==> config.mk <==
export PLATFORM = sky130hd
export DESIGN_NAME = alu8_rr_sched
export DESIGN_NICKNAME = d
export VERILOG_FILES = /design/src/rtl/alu_pkg.sv /design/src/rtl/alu8_rr_sched_alu8.sv /design/src/rtl/alu8_rr_sched.sv
export SDC_FILE = /design/constraint.sdc
export NUM_CORES = 1
export LEC_CHECK = 0
export ABC_CLOCK_PERIOD_IN_PS = 5650
export BUFFER_PORTS_ARGS = -buffer_cell sky130_fd_sc_hd__clkbuf_2
export CORE_MARGIN = 3
export CORE_UTILIZATION = 37
export CTS_CLUSTER_SIZE = 24
export DETAILED_ROUTE_END_ITERATION = 16
export SLEW_MARGIN = 20
export SYNTH_ARGS = -nofsm -noshare
export SYNTH_HDL_FRONTEND = slang
export SYNTH_SLANG_ARGS = --single-unit
==> constraint.sdc <==
create_clock -name clk -period 5.65 [get_ports clk]
set_input_delay 0.565 -clock clk [delete_from_list [all_inputs] [get_ports clk]]
set_output_delay 0.565 -clock clk [all_outputs]
set_load 0.02 [all_outputs]
==> src/rtl/alu_pkg.sv <==
// Shared types and constants for the 8-bit ALU and its round-robin scheduler.
package alu_pkg;

  localparam int ALU_W = 8;

  // ALU opcode encoding; all eight codes are legal.
  typedef enum logic [2:0] {
    ADD = 3'd0,
    SUB = 3'd1,
    AND = 3'd2,
    OR  = 3'd3,
    XOR = 3'd4,
    SLT = 3'd5,
    SHL = 3'd6,
    SHR = 3'd7
  } alu_op_e;

  // Scheduler phases: arbitrate, evaluate, hand back the response.
  typedef enum logic [1:0] {
    IDLE = 2'd0,
    EXEC = 2'd1,
    RESP = 2'd2
  } sched_state_e;

  // Only the arithmetic ops report a carry/borrow out of bit ALU_W.
  function automatic logic alu_has_carry(input alu_op_e op);
    return (op == ADD) || (op == SUB);
  endfunction

endpackage

==> src/rtl/alu8_rr_sched_alu8.sv <==
// Purely combinational 8-bit ALU. Shifts move by one bit and ignore b.
// SLT compares unsigned, matching the unsigned borrow of SUB.
module alu8
  import alu_pkg::*;
(
  input  logic [ALU_W-1:0] a,
  input  logic [ALU_W-1:0] b,
  input  alu_op_e          op,
  output logic [ALU_W-1:0] result,
  output logic             carry,
  output logic             zero
);

  logic [ALU_W:0] wide;

  // Evaluate the selected operation on a 9-bit path so add/sub expose bit 8.
  always_comb begin
    wide = '0;
    case (op)
      ADD:     wide = {1'b0, a} + {1'b0, b};
      SUB:     wide = {1'b0, a} - {1'b0, b};
      AND:     wide = {1'b0, a & b};
      OR:      wide = {1'b0, a | b};
      XOR:     wide = {1'b0, a ^ b};
      SLT:     wide = {{ALU_W{1'b0}}, (a < b)};
      SHL:     wide = {1'b0, a[ALU_W-2:0], 1'b0};
      SHR:     wide = {2'b00, a[ALU_W-1:1]};
      default: wide = '0;
    endcase
    result = wide[ALU_W-1:0];
    carry  = alu_has_carry(op) ? wide[ALU_W] : 1'b0;
    zero   = (wide[ALU_W-1:0] == {ALU_W{1'b0}});
  end

endmodule

==> src/rtl/alu8_rr_sched.sv <==
// Round-robin scheduler sharing one alu8 among NUM_REQ requesters.
// One command is in flight at a time: IDLE grants, EXEC evaluates, RESP
// holds the tagged result until the consumer accepts it.
module alu8_rr_sched
  import alu_pkg::*;
#(
  parameter int NUM_REQ = 4,
  parameter int ID_W    = $clog2(NUM_REQ)
) (
  input  logic                     clk,
  input  logic                     rst,
  input  logic [NUM_REQ-1:0]       req_valid,
  output logic [NUM_REQ-1:0]       req_ready,
  input  logic [NUM_REQ*ALU_W-1:0] req_a,
  input  logic [NUM_REQ*ALU_W-1:0] req_b,
  input  logic [NUM_REQ*3-1:0]     req_op,
  output logic                     rsp_valid,
  input  logic                     rsp_ready,
  output logic [ID_W-1:0]          rsp_id,
  output logic [ALU_W-1:0]         rsp_result,
  output logic                     rsp_carry,
  output logic                     rsp_zero,
  output logic                     busy
);

  sched_state_e     state;
  sched_state_e     state_next;
  logic [ID_W-1:0]  last_grant;
  logic [ID_W-1:0]  winner;
  logic             any_valid;
  logic             accept;
  logic             rsp_fire;
  logic [ALU_W-1:0] sel_a;
  logic [ALU_W-1:0] sel_b;
  logic [2:0]       sel_op;
  logic [ALU_W-1:0] op_a;
  logic [ALU_W-1:0] op_b;
  alu_op_e          op_code;
  logic [ID_W-1:0]  op_id;
  logic [ALU_W-1:0] alu_result;
  logic             alu_carry;
  logic             alu_zero;

  // First valid requester strictly after 'last', wrapping NUM_REQ-1 -> 0.
  // The sum last+k never exceeds 2*NUM_REQ-1, so one subtraction wraps it.
  function automatic logic [ID_W-1:0] rr_pick(input logic [NUM_REQ-1:0] valid,
                                               input logic [ID_W-1:0]    last);
    logic [ID_W:0]   cand;
    logic [ID_W-1:0] pick;
    logic            found;
    pick  = last;
    found = 1'b0;
    for (int k = 1; k <= NUM_REQ; k++) begin
      cand = {1'b0, last} + (ID_W+1)'(k);
      if (cand >= (ID_W+1)'(NUM_REQ)) begin
        cand = cand - (ID_W+1)'(NUM_REQ);
      end else begin
        cand = cand;
      end
      if (!found && valid[cand[ID_W-1:0]]) begin
        pick  = cand[ID_W-1:0];
        found = 1'b1;
      end else begin
        found = found;
      end
    end
    return pick;
  endfunction

  assign any_valid = |req_valid;
  assign winner    = rr_pick(req_valid, last_grant);
  assign accept    = (state == IDLE) && any_valid;
  assign rsp_fire  = (state == RESP) && rsp_ready;
  assign rsp_valid = (state == RESP);
  assign busy      = (state != IDLE);

  // Route the winning requester's payload towards the operand registers.
  always_comb begin
    sel_a  = '0;
    sel_b  = '0;
    sel_op = 3'd0;
    for (int i = 0; i < NUM_REQ; i++) begin
      if (winner == ID_W'(i)) begin
        sel_a  = req_a[i*ALU_W +: ALU_W];
        sel_b  = req_b[i*ALU_W +: ALU_W];
        sel_op = req_op[i*3 +: 3];
      end else begin
        sel_a  = sel_a;
        sel_b  = sel_b;
        sel_op = sel_op;
      end
    end
  end

  // State register.
  always_ff @(posedge clk or posedge rst) begin
    if (rst) begin
      state <= IDLE;
    end else begin
      state <= state_next;
    end
  end

  // Next-state logic and the combinational grant; no grant while in reset.
  always_comb begin
    state_next = state;
    req_ready  = '0;
    if (rst) begin
      state_next = IDLE;
    end else begin
      case (state)
        IDLE: begin
          if (any_valid) begin
            req_ready[winner] = 1'b1;
            state_next        = EXEC;
          end else begin
            state_next = IDLE;
          end
        end
        EXEC:    state_next = RESP;
        RESP: begin
          if (rsp_ready) begin
            state_next = IDLE;
          end else begin
            state_next = RESP;
          end
        end
        default: state_next = IDLE;
      endcase
    end
  end

  // Capture the granted command; the ALU only ever sees these registers.
  always_ff @(posedge clk or posedge rst) begin
    if (rst) begin
      op_a    <= '0;
      op_b    <= '0;
      op_code <= ADD;
      op_id   <= '0;
    end else if (accept) begin
      op_a    <= sel_a;
      op_b    <= sel_b;
      op_code <= alu_op_e'(sel_op);
      op_id   <= winner;
    end
  end

  alu8 u_alu8 (
    .a      (op_a),
    .b      (op_b),
    .op     (op_code),
    .result (alu_result),
    .carry  (alu_carry),
    .zero   (alu_zero)
  );

  // Register the ALU outcome at the end of EXEC; held unchanged through RESP.
  always_ff @(posedge clk or posedge rst) begin
    if (rst) begin
      rsp_id     <= '0;
      rsp_result <= '0;
      rsp_carry  <= 1'b0;
      rsp_zero   <= 1'b0;
    end else if (state == EXEC) begin
      rsp_id     <= op_id;
      rsp_result <= alu_result;
      rsp_carry  <= alu_carry;
      rsp_zero   <= alu_zero;
    end
  end

  // Advance the round-robin pointer only once the response is consumed.
  always_ff @(posedge clk or posedge rst) begin
    if (rst) begin
      last_grant <= ID_W'(NUM_REQ - 1);
    end else if (rsp_fire) begin
      last_grant <= rsp_id;
    end
  end

endmodule
==> flow_metrics.tcl, run 1 <==
set metrics [dict create \
    cp-start-kind "flop" \
    syn_to_final_growth_pct 17.24 \
    cts_sinks 37 \
    synth-edff-count 0 \
    synth.area.top_cells "dfrtp_1 25%, mux2_2 9.4%, ha_1 8.7%" \
    status "completed" \
    cts_hold_buf 0 \
    drt_pass1_iterations 4 \
    setup_viol 0 \
    port_buffers 100 \
    finalCriticalPeriod_ns 2.745 \
    clockBufferDepth 2 \
    ir_drop_v 0.0002243 \
    grt_max_degree 62 \
    fp.dieW_um 102.7 \
    fin_nets 585 \
    core-area_mm2 0.008891 \
    setup.worst_path.start "last_grant[1]" \
    stdcell_count 585 \
    ant_nets 0 \
    h-tree-depth 2 \
    critPathKind "reg -> out" \
    grt_pass1_wl_um 13700 \
    die_h_um 102.7 \
    initial_core_util_pct 38.94 \
    syn_area_mm2 0.003462 \
    yosys_warnings 0 \
    max_slew_margin_pct 37.93 \
    overflow 0 \
    fin_ws_ns 2.905 \
    setup_tns_ns 0 \
    hpwl_um 6649 \
    rows 34 \
    drt-total-wl_um 8269 \
    root_buffer "clkbuf_8" \
    power.density_mw_per_mm2 617.1 \
    required_ns 5.09 \
    fin_util_pct 45.65 \
    insertion_delay_ns 0.30 \
    synthCells 392 \
    drt-initial-drc-count 174 \
    cts_setup_buffers 0 \
    drc 0 \
    finClkSkew_ns 0.006465 \
    max_freq_mhz 364.3 \
    numCtsBuffers 5 \
    place.gp.congestion 0.9089 \
    placed_area_mm2 0.003969 \
    p_leak_nw 1.941 \
    tightest_slew_ns 0.9310 \
    diodes 0 \
    path_clk_slew_ns 0.08 \
    ys_seq_area_share_pct 26.82 \
    synthArstFlopShare_pct 100.0 \
    avgViaCountPerCell 5.243 \
    worstReg2RegStart "op_a[3]" \
    place_inst 577 \
    synth_area_per_cell_um2 8.832 \
    synth_largest_area_cell "dfrtp_1" \
    tritoncts "done" \
    synthFlopType "dfrtp_1" \
    synth.distinct_cells 57 \
    grt_setup_unrepaired "false" \
    synth.ff_latch_count 37 \
    hold_violations 0 \
    grtUsageTotal_pct 16.13 \
    first_global_vias 2911 \
    maxCapViolCount 0 \
    dp_slack_ns 2.975 \
    hp-class "in -> async" \
    final_cell_area_mm2 0.004059 \
    fin_crit_sh_pct 48.59 \
    wl_per_cell_um 14.14 \
    ioPinCount 101 \
    vias 3067 \
    drv_slew 0 \
    cts_resized 0 \
    antenna_found_initial 0 \
    endpoint_kind "output pin" \
    syn-num-nets 501 \
    synth_top_area_share_pct 25.30 \
    path_max_fanout 61 \
    critPathArrivalTime_ns 2.18 \
    drive_above_1_share_pct 32.49 \
    dieArea_mm2 0.01055 \
]
## Yosys cell counts (3+ instances only)
| cell | n |
|---|---|
| buf_2 | 10 |
| o21ai_0 | 19 |
| xor2_1 | 5 |
| nand2_1 | 25 |
| a31oi_1 | 5 |
| a211oi_1 | 22 |
| nand4_1 | 3 |
| nor2b_1 | 24 |
| o22ai_1 | 3 |
| inv_1 | 28 |
| nor3b_1 | 6 |
| buf_6 | 5 |
| mux2_2 | 29 |
| dfrtp_1 | 35 |
| o211ai_1 | 3 |
| ha_1 | 24 |
| nor2_1 | 17 |
| a21oi_1 | 30 |
| xnor2_1 | 3 |
| mux2i_1 | 25 |
| clkbuf_1 | 9 |
| nor3_1 | 10 |
| nand2b_1 | 8 |
| o21a_1 | 3 |
## cells in the final DEF, fill, tap and decap left out, types with 2 or more instances in the layout
cell type    n
clkbuf_2   100
dfrtp_1     35
a21oi_1     30
mux2_2      29
inv_1       28
mux2i_1     25
nand2_1     25
nor2b_1     24
ha_1        24
a211oi_1    22
o21ai_0     19
nor2_1      16
nor3_1      10
nand2b_1     8
nor3b_1      6
a31oi_1      5
xor2_1       5
clkbuf_8     5
buf_4        4
o22ai_1      3
o211ai_1     3
xnor2_1      3
o21a_1       3
nand4_1      3
or2_2        2
nor4_1       2
and2_1       2
a221oi_1     2
a21o_1       2
fa_1         2
dfstp_2      2
## power by group
group / switching [mW] / internal [mW] / total, mW
sequential: 0.192 / 0.397 / 0.589
clock: 0.104 / 0.0876 / 0.192
combinational: 0.959 / 0.764 / 1.72
## flip-flops by register name, summed over array words and instances (netlist names), 2 cells and up
signal	cells
rsp_result	8
op_b	8
op_a	8
op_id	2
state	2
rsp_id	2
last_grant	2
op_code	3
## cells by family after synthesis
family | share of synthesized area [%]
AO/OA/AOI/OAI | 20.71
AND/OR/NAND/NOR | 16.05
buffers and inverters | 7.914
multiplexers | 16.66
flip-flops | 26.82
adder cells (fa/ha/maj) | 9.830
XOR/XNOR | 2.024
## final timing paths
check / depth (start not counted) / to / slack [ns]
max in group asynchronous: 3 / last_grant[0] / 4.66
worst min-delay path: 2 / rsp_result[6] / 0.26
worst min register to register: 2 / rsp_result[4] / 0.48
worst max register to register: 8 / rsp_zero / 2.97
min in group clk: 2 / state[1] / 0.45
worst max-delay path: 6 / req_ready[2] / 2.90
## area by class of cell
class	count	area [µm²]
clock buffer	5	68.82
timing repair buffer	104	530.5
clock inverter	3	21.27
tap	108	135.1
inverter	28	105.1
multi-input combinational	300	2270
fill	904	4832
sequential	37	928.4
## metal layers
layer | wire length [µm] | vias up | global-route usage, %
met4 | 46 | 0 | 3.088
met5 | 0 | - | 0
met2 | 3857 | 106 | 27.11
li1 | - | 1567 | -
met1 | 3837 | 1389 | 21.79
met3 | 527 | 5 | 3.045
## critical path: stages, from the launching register on
cell and delay, ns:
dfstp_2 0.61, a31oi_1 0.14, a21oi_4 0.13, buf_4 0.52
nand2_1 0.13, nor3_1 0.15, clkbuf_2 0.19
## stage by stage
step           hold WS, ns  power [mW]
5_1_grt             0.2899       2.763
2_1_floorplan       0.4767       1.973
3_3_place_gp        0.4615       2.307
4_1_cts             0.2646       2.520
6_report            0.2585       2.505
3_5_place_dp        0.4735       2.321
Note: power is estimated with default switching activity, not from simulation.
==> run 2: changes to the inputs <==
--- a/config.mk
+++ b/config.mk
@@ -5,7 +5,7 @@
 export SDC_FILE = /design/constraint.sdc
 export NUM_CORES = 1
 export LEC_CHECK = 0
-export ABC_CLOCK_PERIOD_IN_PS = 5650
+export ABC_CLOCK_PERIOD_IN_PS = 2780
 export BUFFER_PORTS_ARGS = -buffer_cell sky130_fd_sc_hd__clkbuf_2
 export CORE_MARGIN = 3
 export CORE_UTILIZATION = 37
==> constraint.sdc (replaced) <==
create_clock -name clk -period 2.78 [get_ports clk]
set_input_delay 0.278 -clock clk [delete_from_list [all_inputs] [get_ports clk]]
set_output_delay 0.278 -clock clk [all_outputs]
set_load 0.02 [all_outputs]
==> run 2 against run 1 <==
  * Routed wire length is 1.6% higher
  * Critical path type is now reg -> reg
  * Clock skew rose by 0.0019 ns
  * Sequential power increased by 83%
  * Total power is 110% higher
  * Register-to-register slack got worse by 2.8 ns
  * Non-clock buffer count increased by 6
  * Global-route usage up 0.37 points
  * Sequential share of layout area fell by 0.28 points
  * Die area unchanged
  * Via count down 1.2%
  * Cell area grew 1.4%
==> flow_metrics.tcl, run 2 (same netlist as run 1, synthesis figures left out) <==
set metrics [dict create \
    cp-start-kind "flop" \
    p_leak_nw 1.973 \
    routedLengthMet1_um 4011 \
    drt-initial-drc-count 104 \
    pwr-share-seq_pct 20.8 \
    grtUsageTotal_pct 16.50 \
    max_slew_margin_pct 67.65 \
    core-area_mm2 0.008891 \
    first_global_vias 3015 \
    hpwl_um 6819 \
    layout_commonest_cell "clkbuf_2" \
    drc 0 \
    finClkSkew_ns 0.008358 \
    critPathKind "reg -> reg" \
    timing.hold.ws_ns 0.0001252 \
    antenna_found_initial 0 \
    fin_crit_sh_pct 95.40 \
    place.gp.congestion 0.8852 \
    syn_to_final_growth_pct 18.87 \
    routed-wl-met3_um 376 \
    dieArea_mm2 0.01055 \
    cts_sinks 37 \
    maxCapViolCount 0 \
    p_int_mw 2.622 \
    combPwrFrac_pct 72.1 \
    ir_drop_v 0.0005378 \
    numCtsBuffers 5 \
    cp_common_cell "inv_1" \
    cp_cell_sequence "inv_1 -> ha_1 -> inv_1 -> fa_1 -> nor2b_1 -> o31ai_1 -> xnor2_1 -> o21ai_0 -> a2111oi_1 -> nand4_1 -> o31ai_2" \
    hp-class "in -> async" \
    port_buffers 100 \
    insertion_delay_ns 0.30 \
    overflow 0 \
    tritoncts "done" \
    hold_violations 0 \
    cp_top_family "compound AO/OA/AOI/OAI gates" \
    final_cell_mix "100 x clkbuf_2, 34 x dfrtp_1, 30 x a21oi_1" \
    critPathSlowestCell "dfrtp_1" \
    required_ns 2.99 \
    ioPinCount 101 \
    max_stage_delay_ns 0.41 \
    status "completed" \
    diodes 0 \
    setup_viol 0 \
    path_max_fanout 4 \
    fp.dieW_um 102.7 \
    grt_pass1_wl_um 13900 \
    top_regs "op_a x8, op_b x8, rsp_result x8" \
    clockBufferDepth 2 \
    die_h_um 102.7 \
    grt_setup_unrepaired "false" \
    crit_buf_inv 2 \
    tightest_slew_ns 0.4847 \
    power.density_mw_per_mm2 1265 \
    drt_pass1_iterations 4 \
    ant_nets 0 \
    setup_tns_ns 0 \
    wl_per_cell_um 14.22 \
    max_freq_mhz 377.1 \
    total_power_mw 5.206 \
    top_layer "met4" \
    fin_nets 591 \
    endpoint_kind "flop" \
    avgViaCountPerCell 5.129 \
    p_switching_mw 2.583 \
    finalCriticalPeriod_ns 2.652 \
    root_buffer "clkbuf_8" \
    rows 34 \
    drv_slew 0 \
    path_clk_slew_ns 0.08 \
    p_sw_share_pct 49.62 \
    drt-total-wl_um 8405 \
    drive_above_1_share_pct 33.54 \
    routed-wl-met2_um 3909 \
    initial_core_util_pct 38.94 \
    h-tree-depth 2 \
    critPathArrivalTime_ns 2.86 \
    grt_max_degree 62 \
    clkPwrFrac_pct 7.1 \
    vias 3031 \
]
-- run 2: cell types whose count changed in the layout (fill, tap and decap cells not counted) --
cell / before / now
a2111oi_0: 1 / 0
a2111oi_1: 0 / 1
buf_12: 0 / 1
buf_4: 4 / 9
clkinv_2: 1 / 2
dfrtp_1: 35 / 34
dfrtp_2: 0 / 1
inv_6: 1 / 0
-- run 2: worst reg2reg max path, cell delays in order (launching register included) --
cell and delay (ns):
dfrtp_1 0.41, inv_1 0.10, ha_1 0.17, inv_1 0.06
fa_1 0.40, nor2b_1 0.16, o31ai_1 0.25, xnor2_1 0.15
o21ai_0 0.12, a2111oi_1 0.41, nand4_1 0.17, o31ai_2 0.19
-- run 2: layout make-up --
class,instances,area (µm²)
clock buffers,5,68.82
well taps,108,135.1
inverters,28,105.1
clock inverters,3,17.52
fillers,888,4776
repair buffers,110,588.1
multi-input cells,300,2271
flip-flops and latches,37,929.6
-- run 2: what timing repair did --
item | in CTS | in global routing
hold buffers | 0 | 0
gates resized for setup | 0 | 2
setup endpoints to repair | 0 | 1
buffers inserted | 0 | 0
endpoints found under the hold margin | 0 | 0
-- run 2: metrics by stage --
stage	area [µm²]	setup slack [ns]	utilization (%)	instances
floorplan	3462	0.3918	-	392
global placement	4026	0.2178	45.29	583
detailed placement	4026	0.09294	45.29	583
CTS	4113	0.07183	46.26	591
global route	4115	0.007385	46.28	591
finish	4115	0.1279	46.28	591
-- run 2: layer usage --
layer  global-route usage, %  up-vias
met5                       0        -
met4                   4.582        0
met3                   2.842       12
met2                   27.56       85
met1                   22.04     1357
li1                        -     1577
-- run 2: power by group through the flow --
stage                     clock network (mW)  logic (mW)  registers (mW)
after floorplan                            0        2.93            1.08
after global placement                     0        3.69            1.08
after detailed placement                   0        3.74            1.09
after CTS                              0.387        3.76            1.08
after global routing                   0.406        4.20            1.14
final                                  0.372        3.75            1.08
-- run 2: worst paths after layout --
check                      cells past startpoint     startpoint  slack (ns)            end
max reg2reg                                   11        op_a[0]        0.13       rsp_zero
min in group clk                               2            rst        0.16       state[1]
max                                           11        op_a[0]        0.13       rsp_zero
min reg2reg                                    2  rsp_result[5]        0.48  rsp_result[5]
min                                            2            rst      0.0001      rsp_id[1]
max in group asynchronous                      3            rst        2.04  last_grant[1]
